==> src/rtl/ysyx_25020037_cache_pkg.sv <==
// Shared definitions for the associative instruction cache: controller
// state encoding and helpers that derive address-field widths from the
// cache geometry parameters.
package ysyx_25020037_cache_pkg;

    typedef enum logic [2:0] {
        IDLE   = 3'd0,
        LOOKUP = 3'd1,
        REFILL = 3'd2,
        RESP   = 3'd3,
        FLUSH  = 3'd4
    } state_e;

    // Byte-offset width inside one instruction word.
    function automatic int boff_width(input int data_width);
        return $clog2(data_width / 8);
    endfunction

    // Word-offset width inside one cache line.
    function automatic int woff_width(input int line_words);
        return $clog2(line_words);
    endfunction

    // Set-index width.
    function automatic int idx_width(input int sets);
        return $clog2(sets);
    endfunction

    // Tag width: whatever address bits remain above the set index.
    function automatic int tag_width(input int addr_width, input int data_width,
                                     input int sets, input int line_words);
        return addr_width - boff_width(data_width) - woff_width(line_words) - idx_width(sets);
    endfunction

    // Round-robin pointer width; a direct-mapped cache still keeps a 1-bit pointer.
    function automatic int ptr_width(input int ways);
        return (ways > 1) ? $clog2(ways) : 1;
    endfunction

endpackage

==> src/rtl/ysyx_25020037_icache_way.sv <==
// One way of the instruction cache: valid bits, tag array and line data,
// with a combinational tag compare against the addressed set.
module ysyx_25020037_icache_way
    import ysyx_25020037_cache_pkg::*;
#(
    parameter int DATA_WIDTH = 32,
    parameter int SETS       = 16,
    parameter int LINE_WORDS = 4,
    parameter int TAG_W      = 24
)(
    input  logic                          clk,
    input  logic                          rst,
    input  logic                          clear_all,
    input  logic [$clog2(SETS)-1:0]       idx,
    input  logic [TAG_W-1:0]              tag,
    input  logic [$clog2(LINE_WORDS)-1:0] rd_woff,
    output logic                          hit,
    output logic                          valid,
    output logic [DATA_WIDTH-1:0]         rd_data,
    input  logic                          wr_en,
    input  logic [$clog2(LINE_WORDS)-1:0] wr_woff,
    input  logic [DATA_WIDTH-1:0]         wr_data,
    input  logic                          tag_we
);

    logic [SETS-1:0]       valid_q;
    logic [SETS-1:0]       valid_d;
    logic [TAG_W-1:0]      tag_mem  [SETS];
    logic [DATA_WIDTH-1:0] data_mem [SETS*LINE_WORDS];

    assign valid   = valid_q[idx];
    assign hit     = valid_q[idx] && (tag_mem[idx] == tag);
    assign rd_data = data_mem[{idx, rd_woff}];

    // Valid bits: a flush clears every set, a completed refill marks its set.
    always_comb begin
        valid_d = valid_q;
        if (clear_all) begin
            valid_d = '0;
        end else if (tag_we) begin
            valid_d[idx] = 1'b1;
        end
    end

    // Valid register, the only state in a way that needs resetting.
    always_ff @(posedge clk or posedge rst) begin
        if (rst) begin
            valid_q <= '0;
        end else begin
            valid_q <= valid_d;
        end
    end

    // Tag and data arrays stay unreset because the valid bits gate every use.
    always_ff @(posedge clk) begin
        if (tag_we) begin
            tag_mem[idx] <= tag;
        end
        if (wr_en) begin
            data_mem[{idx, wr_woff}] <= wr_data;
        end
    end

endmodule

==> src/rtl/ysyx_25020037_icache_assoc.sv <==
// Blocking set-associative instruction cache with line refill, victim
// selection (first invalid way, else per-set round-robin), whole-cache
// flush for fence.i, and saturating hit/miss counters.
module ysyx_25020037_icache_assoc
    import ysyx_25020037_cache_pkg::*;
#(
    parameter int ADDR_WIDTH = 32,
    parameter int DATA_WIDTH = 32,
    parameter int WAYS       = 2,
    parameter int SETS       = 16,
    parameter int LINE_WORDS = 4
)(
    input  logic                  clk,
    input  logic                  rst,
    input  logic                  cpu_req,
    input  logic [ADDR_WIDTH-1:0] cpu_addr,
    output logic                  cpu_ready,
    output logic [DATA_WIDTH-1:0] cpu_data,
    output logic                  cpu_hit,
    input  logic                  flush,
    output logic                  flush_done,
    output logic                  mem_req,
    output logic [ADDR_WIDTH-1:0] mem_addr,
    input  logic                  mem_valid,
    input  logic [DATA_WIDTH-1:0] mem_data,
    output logic [31:0]           hit_cnt,
    output logic [31:0]           miss_cnt
);

    localparam int BOFF_W = boff_width(DATA_WIDTH);
    localparam int WOFF_W = woff_width(LINE_WORDS);
    localparam int IDX_W  = idx_width(SETS);
    localparam int TAG_W  = tag_width(ADDR_WIDTH, DATA_WIDTH, SETS, LINE_WORDS);
    localparam int PTR_W  = ptr_width(WAYS);
    localparam logic [WOFF_W-1:0] LAST_BEAT = WOFF_W'(LINE_WORDS - 1);

    state_e                state_q,      state_d;
    logic [ADDR_WIDTH-1:0] addr_q,       addr_d;
    logic [WOFF_W-1:0]     beat_cnt_q,   beat_cnt_d;
    logic [PTR_W-1:0]      victim_q,     victim_d;
    logic [DATA_WIDTH-1:0] resp_data_q,  resp_data_d;
    logic                  resp_hit_q,   resp_hit_d;
    logic                  flush_pend_q, flush_pend_d;
    logic [31:0]           hit_cnt_q,    hit_cnt_d;
    logic [31:0]           miss_cnt_q,   miss_cnt_d;
    logic [PTR_W-1:0]      rr_q [SETS];
    logic [PTR_W-1:0]      rr_d [SETS];

    logic [WOFF_W-1:0]     woff;
    logic [IDX_W-1:0]      idx;
    logic [TAG_W-1:0]      tag;
    logic [WAYS-1:0]       hit_vec;
    logic [WAYS-1:0]       valid_vec;
    logic [DATA_WIDTH-1:0] way_data [WAYS];
    logic [DATA_WIDTH-1:0] hit_data;
    logic [PTR_W-1:0]      victim;
    logic                  fill_we;
    logic                  fill_tag_we;
    logic                  clear_all;
    logic                  unused_byte_bits;

    assign woff = addr_q[BOFF_W +: WOFF_W];
    assign idx  = addr_q[BOFF_W + WOFF_W +: IDX_W];
    assign tag  = addr_q[ADDR_WIDTH-1 -: TAG_W];
    assign unused_byte_bits = ^addr_q[BOFF_W-1:0];

    for (genvar g = 0; g < WAYS; g++) begin : g_way
        ysyx_25020037_icache_way #(
            .DATA_WIDTH (DATA_WIDTH),
            .SETS       (SETS),
            .LINE_WORDS (LINE_WORDS),
            .TAG_W      (TAG_W)
        ) u_way (
            .clk       (clk),
            .rst       (rst),
            .clear_all (clear_all),
            .idx       (idx),
            .tag       (tag),
            .rd_woff   (woff),
            .hit       (hit_vec[g]),
            .valid     (valid_vec[g]),
            .rd_data   (way_data[g]),
            .wr_en     (fill_we && (victim_q == PTR_W'(g))),
            .wr_woff   (beat_cnt_q),
            .wr_data   (mem_data),
            .tag_we    (fill_tag_we && (victim_q == PTR_W'(g)))
        );
    end

    // Hit-word mux and victim choice: lowest invalid way, else the set's round-robin pointer.
    always_comb begin
        hit_data = '0;
        victim   = rr_q[idx];
        for (int w = WAYS - 1; w >= 0; w--) begin
            if (hit_vec[w]) begin
                hit_data = hit_data | way_data[w];
            end
            if (!valid_vec[w]) begin
                victim = PTR_W'(w);
            end
        end
    end

    // Controller next state: lookup, refill beat handling, flush and counters.
    always_comb begin
        state_d      = state_q;
        addr_d       = addr_q;
        beat_cnt_d   = beat_cnt_q;
        victim_d     = victim_q;
        resp_data_d  = resp_data_q;
        resp_hit_d   = resp_hit_q;
        flush_pend_d = flush_pend_q;
        hit_cnt_d    = hit_cnt_q;
        miss_cnt_d   = miss_cnt_q;
        rr_d         = rr_q;
        fill_we      = 1'b0;
        fill_tag_we  = 1'b0;
        clear_all    = 1'b0;
        case (state_q)
            IDLE: begin
                if (flush || flush_pend_q) begin
                    state_d = FLUSH;
                end else if (cpu_req) begin
                    addr_d  = cpu_addr;
                    state_d = LOOKUP;
                end
            end
            LOOKUP: begin
                if (|hit_vec) begin
                    resp_data_d = hit_data;
                    resp_hit_d  = 1'b1;
                    hit_cnt_d   = (hit_cnt_q == 32'hFFFF_FFFF) ? hit_cnt_q : hit_cnt_q + 32'd1;
                    state_d     = RESP;
                end else begin
                    victim_d    = victim;
                    resp_hit_d  = 1'b0;
                    beat_cnt_d  = '0;
                    miss_cnt_d  = (miss_cnt_q == 32'hFFFF_FFFF) ? miss_cnt_q : miss_cnt_q + 32'd1;
                    state_d     = REFILL;
                end
            end
            REFILL: begin
                if (mem_valid) begin
                    fill_we    = 1'b1;
                    beat_cnt_d = beat_cnt_q + WOFF_W'(1);
                    if (beat_cnt_q == woff) begin
                        resp_data_d = mem_data;
                    end
                    if (beat_cnt_q == LAST_BEAT) begin
                        fill_tag_we = 1'b1;
                        rr_d[idx]   = (rr_q[idx] == PTR_W'(WAYS - 1)) ? '0 : rr_q[idx] + PTR_W'(1);
                        state_d     = RESP;
                    end
                end
            end
            RESP: begin
                state_d = IDLE;
            end
            FLUSH: begin
                clear_all    = 1'b1;
                flush_pend_d = 1'b0;
                for (int s = 0; s < SETS; s++) begin
                    rr_d[s] = '0;
                end
                state_d = IDLE;
            end
            default: begin
                state_d = IDLE;
            end
        endcase
        if (flush && (state_q == LOOKUP || state_q == REFILL || state_q == RESP)) begin
            flush_pend_d = 1'b1;
        end
    end

    // Controller registers with asynchronous reset back to an empty, idle cache.
    always_ff @(posedge clk or posedge rst) begin
        if (rst) begin
            state_q      <= IDLE;
            addr_q       <= '0;
            beat_cnt_q   <= '0;
            victim_q     <= '0;
            resp_data_q  <= '0;
            resp_hit_q   <= 1'b0;
            flush_pend_q <= 1'b0;
            hit_cnt_q    <= '0;
            miss_cnt_q   <= '0;
            for (int s = 0; s < SETS; s++) begin
                rr_q[s] <= '0;
            end
        end else begin
            state_q      <= state_d;
            addr_q       <= addr_d;
            beat_cnt_q   <= beat_cnt_d;
            victim_q     <= victim_d;
            resp_data_q  <= resp_data_d;
            resp_hit_q   <= resp_hit_d;
            flush_pend_q <= flush_pend_d;
            hit_cnt_q    <= hit_cnt_d;
            miss_cnt_q   <= miss_cnt_d;
            rr_q         <= rr_d;
        end
    end

    assign cpu_ready  = (state_q == RESP);
    assign cpu_hit    = (state_q == RESP) && resp_hit_q;
    assign cpu_data   = resp_data_q;
    assign flush_done = (state_q == FLUSH);
    assign mem_req    = (state_q == REFILL);
    assign mem_addr   = (state_q == REFILL) ?
                        {addr_q[ADDR_WIDTH-1:BOFF_W+WOFF_W], {(BOFF_W+WOFF_W){1'b0}}} : '0;
    assign hit_cnt    = hit_cnt_q;
    assign miss_cnt   = miss_cnt_q;

endmodule

==> config.mk <==
export PLATFORM = sky130hd
export DESIGN_NAME = ysyx_25020037_icache_assoc
export DESIGN_NICKNAME = d
export VERILOG_FILES = /design/src/rtl/ysyx_25020037_cache_pkg.sv /design/src/rtl/ysyx_25020037_icache_way.sv /design/src/rtl/ysyx_25020037_icache_assoc.sv
export SDC_FILE = /design/constraint.sdc
export NUM_CORES = 2
export LEC_CHECK = 0
export ABC_CLOCK_PERIOD_IN_PS = 6600
export BUFFER_PORTS_ARGS = -buffer_cell sky130_fd_sc_hd__buf_4
export CORE_ASPECT_RATIO = 0.8
export CORE_MARGIN = 2
export CORE_UTILIZATION = 45
export CTS_CLUSTER_DIAMETER = 80
export DETAILED_ROUTE_END_ITERATION = 16
export PLACE_DENSITY_LB_ADDON = 0.1
export SKIP_CTS_REPAIR_TIMING = 1
export SLEW_MARGIN = 15
export SYNTH_ARGS = -nofsm -noshare
export SYNTH_HDL_FRONTEND = slang
export SYNTH_HIERARCHICAL = 1
export SYNTH_MEMORY_MAX_BITS = 65536
export SYNTH_SLANG_ARGS = --single-unit
==> constraint.sdc <==
create_clock -name clk -period 6.6 [get_ports clk]
set_input_delay 0.99 -clock clk [delete_from_list [all_inputs] [get_ports clk]]
set_output_delay 0.99 -clock clk [all_outputs]
set_load 0.05 [all_outputs]
==> results.tsv <==
metric	value	unit
dp_hpwl	309700	um
crit_path_max_fanout	64	
worst_slack	1.077	ns
grt_max_degree	108	
hold_viol_final	0	
drive_gt1_frac	0.3274	
p_sw	29.80	mW
port_buffers	194	
yosys.cell_types.count	87	
clk_pin_slew	0.06	ns
gp_congestion	0.8042	
critPathSlowestCell	dfrtp_4	
finalPower	93.76	mW
viasPerCell	6.176	
cts_num_sinks	5046	
syn-cell-area	194500	um^2
dr.pass1.iters	5	
yosysTopAreaCellShare	0.7511	
slew_viol_final	0	
row_count	215	
setup_violations	0	
skew	0.03307	ns
die_x	739.0	um
ir_drop	0.5094	mV
clock_latency	1.05	ns
slew_headroom	0.1831	
rsz0062_at_grt	no	
cpPeakStageDelay	0.87	ns
grt_pass1_wl	744900	um
antenna_found_initial	44	
r2r_cells	14	
startpoint_type	flip-flop	
synth_seq_cells	5046	
fp.dieH	592.0	um
dieArea	437400	um^2
netlist_instances	8181	
avgSynthCellArea	23.77	um^2
cts_made_buffers	524	
fin_tns_setup	0	ns
yosysWarningCount	6	
wirelength	537400	um
dp_slack	0.9966	ns
yosysSeqAreaShare	0.7745	
critPathKind	reg -> reg	
finalNonFillerCells	15020	
initialDrtViolationCount	12076	
tightest_slew	1.225	ns
min_period	5.523	ns
synth_top_area_cell	edfxtp_1	
synth_edf_count	4864	
fin_crit_sh	0.8368	
crit_chain	buf_4, mux4_2, xor2_1, nor4_1, a21oi_1, a311o_1, nor4_2, o2111a_2, nor2_1, nand2_1, nand3_4, buf_4, nand2_1, o21ai_0	
dr_total_vias	92759	
ys.flop_type	edfxtp_1	
switching_share	0.3178	
grt_overflow	0	
cts_root_buf	clkbuf_16	
status	finished, final reports clean	
ys_top_cells_by_area	edfxtp_1, mux4_2, dfrtp_1	
p_per_area	422.2	nW/um^2
h-tree-depth	6	
synthToLayoutAreaGrowth	14.20	%
max_cap_violations	0	
coreArea	429600	um^2
grt_usage	0.2439	
grt_pass1_vias	93136	
drcViolationCount	0	
intPower	63.96	mW
pin_count	201	
cts_tree	built	
cp.arrival	6.41	ns
synth.most_common_cell	edfxtp_1	
routedWlPerCell	35.78	um
pwr-share-seq	0.394	
ant_nets	0	
start_util	0.4526	
async_flop_share	0.03607	
placed_cells	14084	
max_freq	181.1	MHz
cts.path.max_buffers	4	
comb_power_share	0.302	
p_leak	69.46	nW
fill_cells	33124	
clock_power_share	0.304	
fin_util	0.5169	
yosys-top-cells-count	edfxtp_1, mux4_2, nor2_1	
cp-end-kind	flip-flop	
required	7.49	ns
nNetsFinal	8932	
min_path_type	in -> async	
==> cells by family after synthesis <==
logic type	after synthesis	synth area share
mux	1659	0.1846
buf+inv	454	0.01063
fa+ha+maj	3	0.0001930
other cells	1	0.00001928
compound gates	242	0.008532
xor+xnor	112	0.005044
flops	5046	0.7745
simple gates	664	0.01647
==> through the flow <==
stage,area (um^2),hold WS [ns]
after floorplan,194500,0.4584
after global placement,205600,0.4740
after detailed placement,205800,0.4804
after CTS,222000,0.07977
after global routing,222100,0.1422
final,222100,0.1486
==> flip-flops by register name (all words and copies together), names as in the netlist <==
register	cells
hit_cnt	32
g_way.u_way/valid_q	32
resp_hit_q	1
g_way.u_way/data_mem	4096
addr_q	30
g_way.u_way/tag_mem	768
state_q	3
beat_cnt_q	2
victim_q	1
cpu_data	32
flush_pend_q	1
rr_q	16
miss_cnt	32
==> cells in the final DEF, fill, tap and decap left out, types with 45 or more instances in the layout <==
cell type and count:
clkbuf_16 544, o21ai_0 50, clkinv_1 99, mux2i_1 73, clkinv_2 55, buf_4 531, mux2_2 48, nand3_1 45
nor2_4 131, nand2_1 108, mux4_2 1515, a21oi_1 49, clkbuf_1 140, dfrtp_1 176, xnor2_1 71, edfxtp_1 4864
nor2_1 152
==> critical path: cells and delay by family, from the launching register on <==
kind	cells	cell delay (ns)
flops	1	0.87
mux	1	0.57
buf+inv	2	0.85
simple gates	6	1.84
xor+xnor	1	0.16
compound gates	4	0.96
==> path summary, 6_finish.rpt <==
path / from / end / slack, ns
max in group asynchronous: rst / hit_cnt[11] / 4.98
max: addr_q[4] / cpu_data[7] / 1.08
min: rst / flush_pend_q / 0.15
max reg2reg: addr_q[4] / cpu_data[7] / 1.08
min reg2reg: miss_cnt[13] / miss_cnt[13] / 0.49
min in group clk: cpu_addr[3] / addr_q[3] / 0.18
==> final cells by class <==
type | count | area [um^2] | area share
tap | 5750 | 7194 | 0.03240
inverter | 28 | 115.1 | 0.0005183
sequential | 5046 | 150600 | 0.6783
antenna | 12 | 30.03 | 0.0001352
clock inverter | 226 | 1946 | 0.008761
multi-input combinational | 2684 | 42910 | 0.1932
timing repair buffer | 576 | 4912 | 0.02212
clock buffer | 698 | 14330 | 0.06453
==> routing by layer <==
metal | vias up | routed length (um) | track usage
li1 | 36485 | - | -
met1 | 51421 | 230600 | 0.3703
met2 | 4227 | 246200 | 0.3714
met3 | 622 | 46650 | 0.04299
met4 | 4 | 14020 | 0.06086
met5 | - | 31 | 0
==> power groups by stage <==
| stage | Combinational, mW | Sequential (mW) | Clock (mW) |
|---|---|---|---|
| 4_1_cts | 28.6 | 37.0 | 29.0 |
| 3_5_place_dp | 28.5 | 37.6 | 0 |
| 2_1_floorplan | 16.5 | 37.7 | 0 |
| 6_report | 28.3 | 36.9 | 28.5 |
| 3_3_place_gp | 28.4 | 37.6 | 0 |
| 5_1_grt | 29.4 | 37.0 | 30.3 |
(Power assumes the default switching activity.)
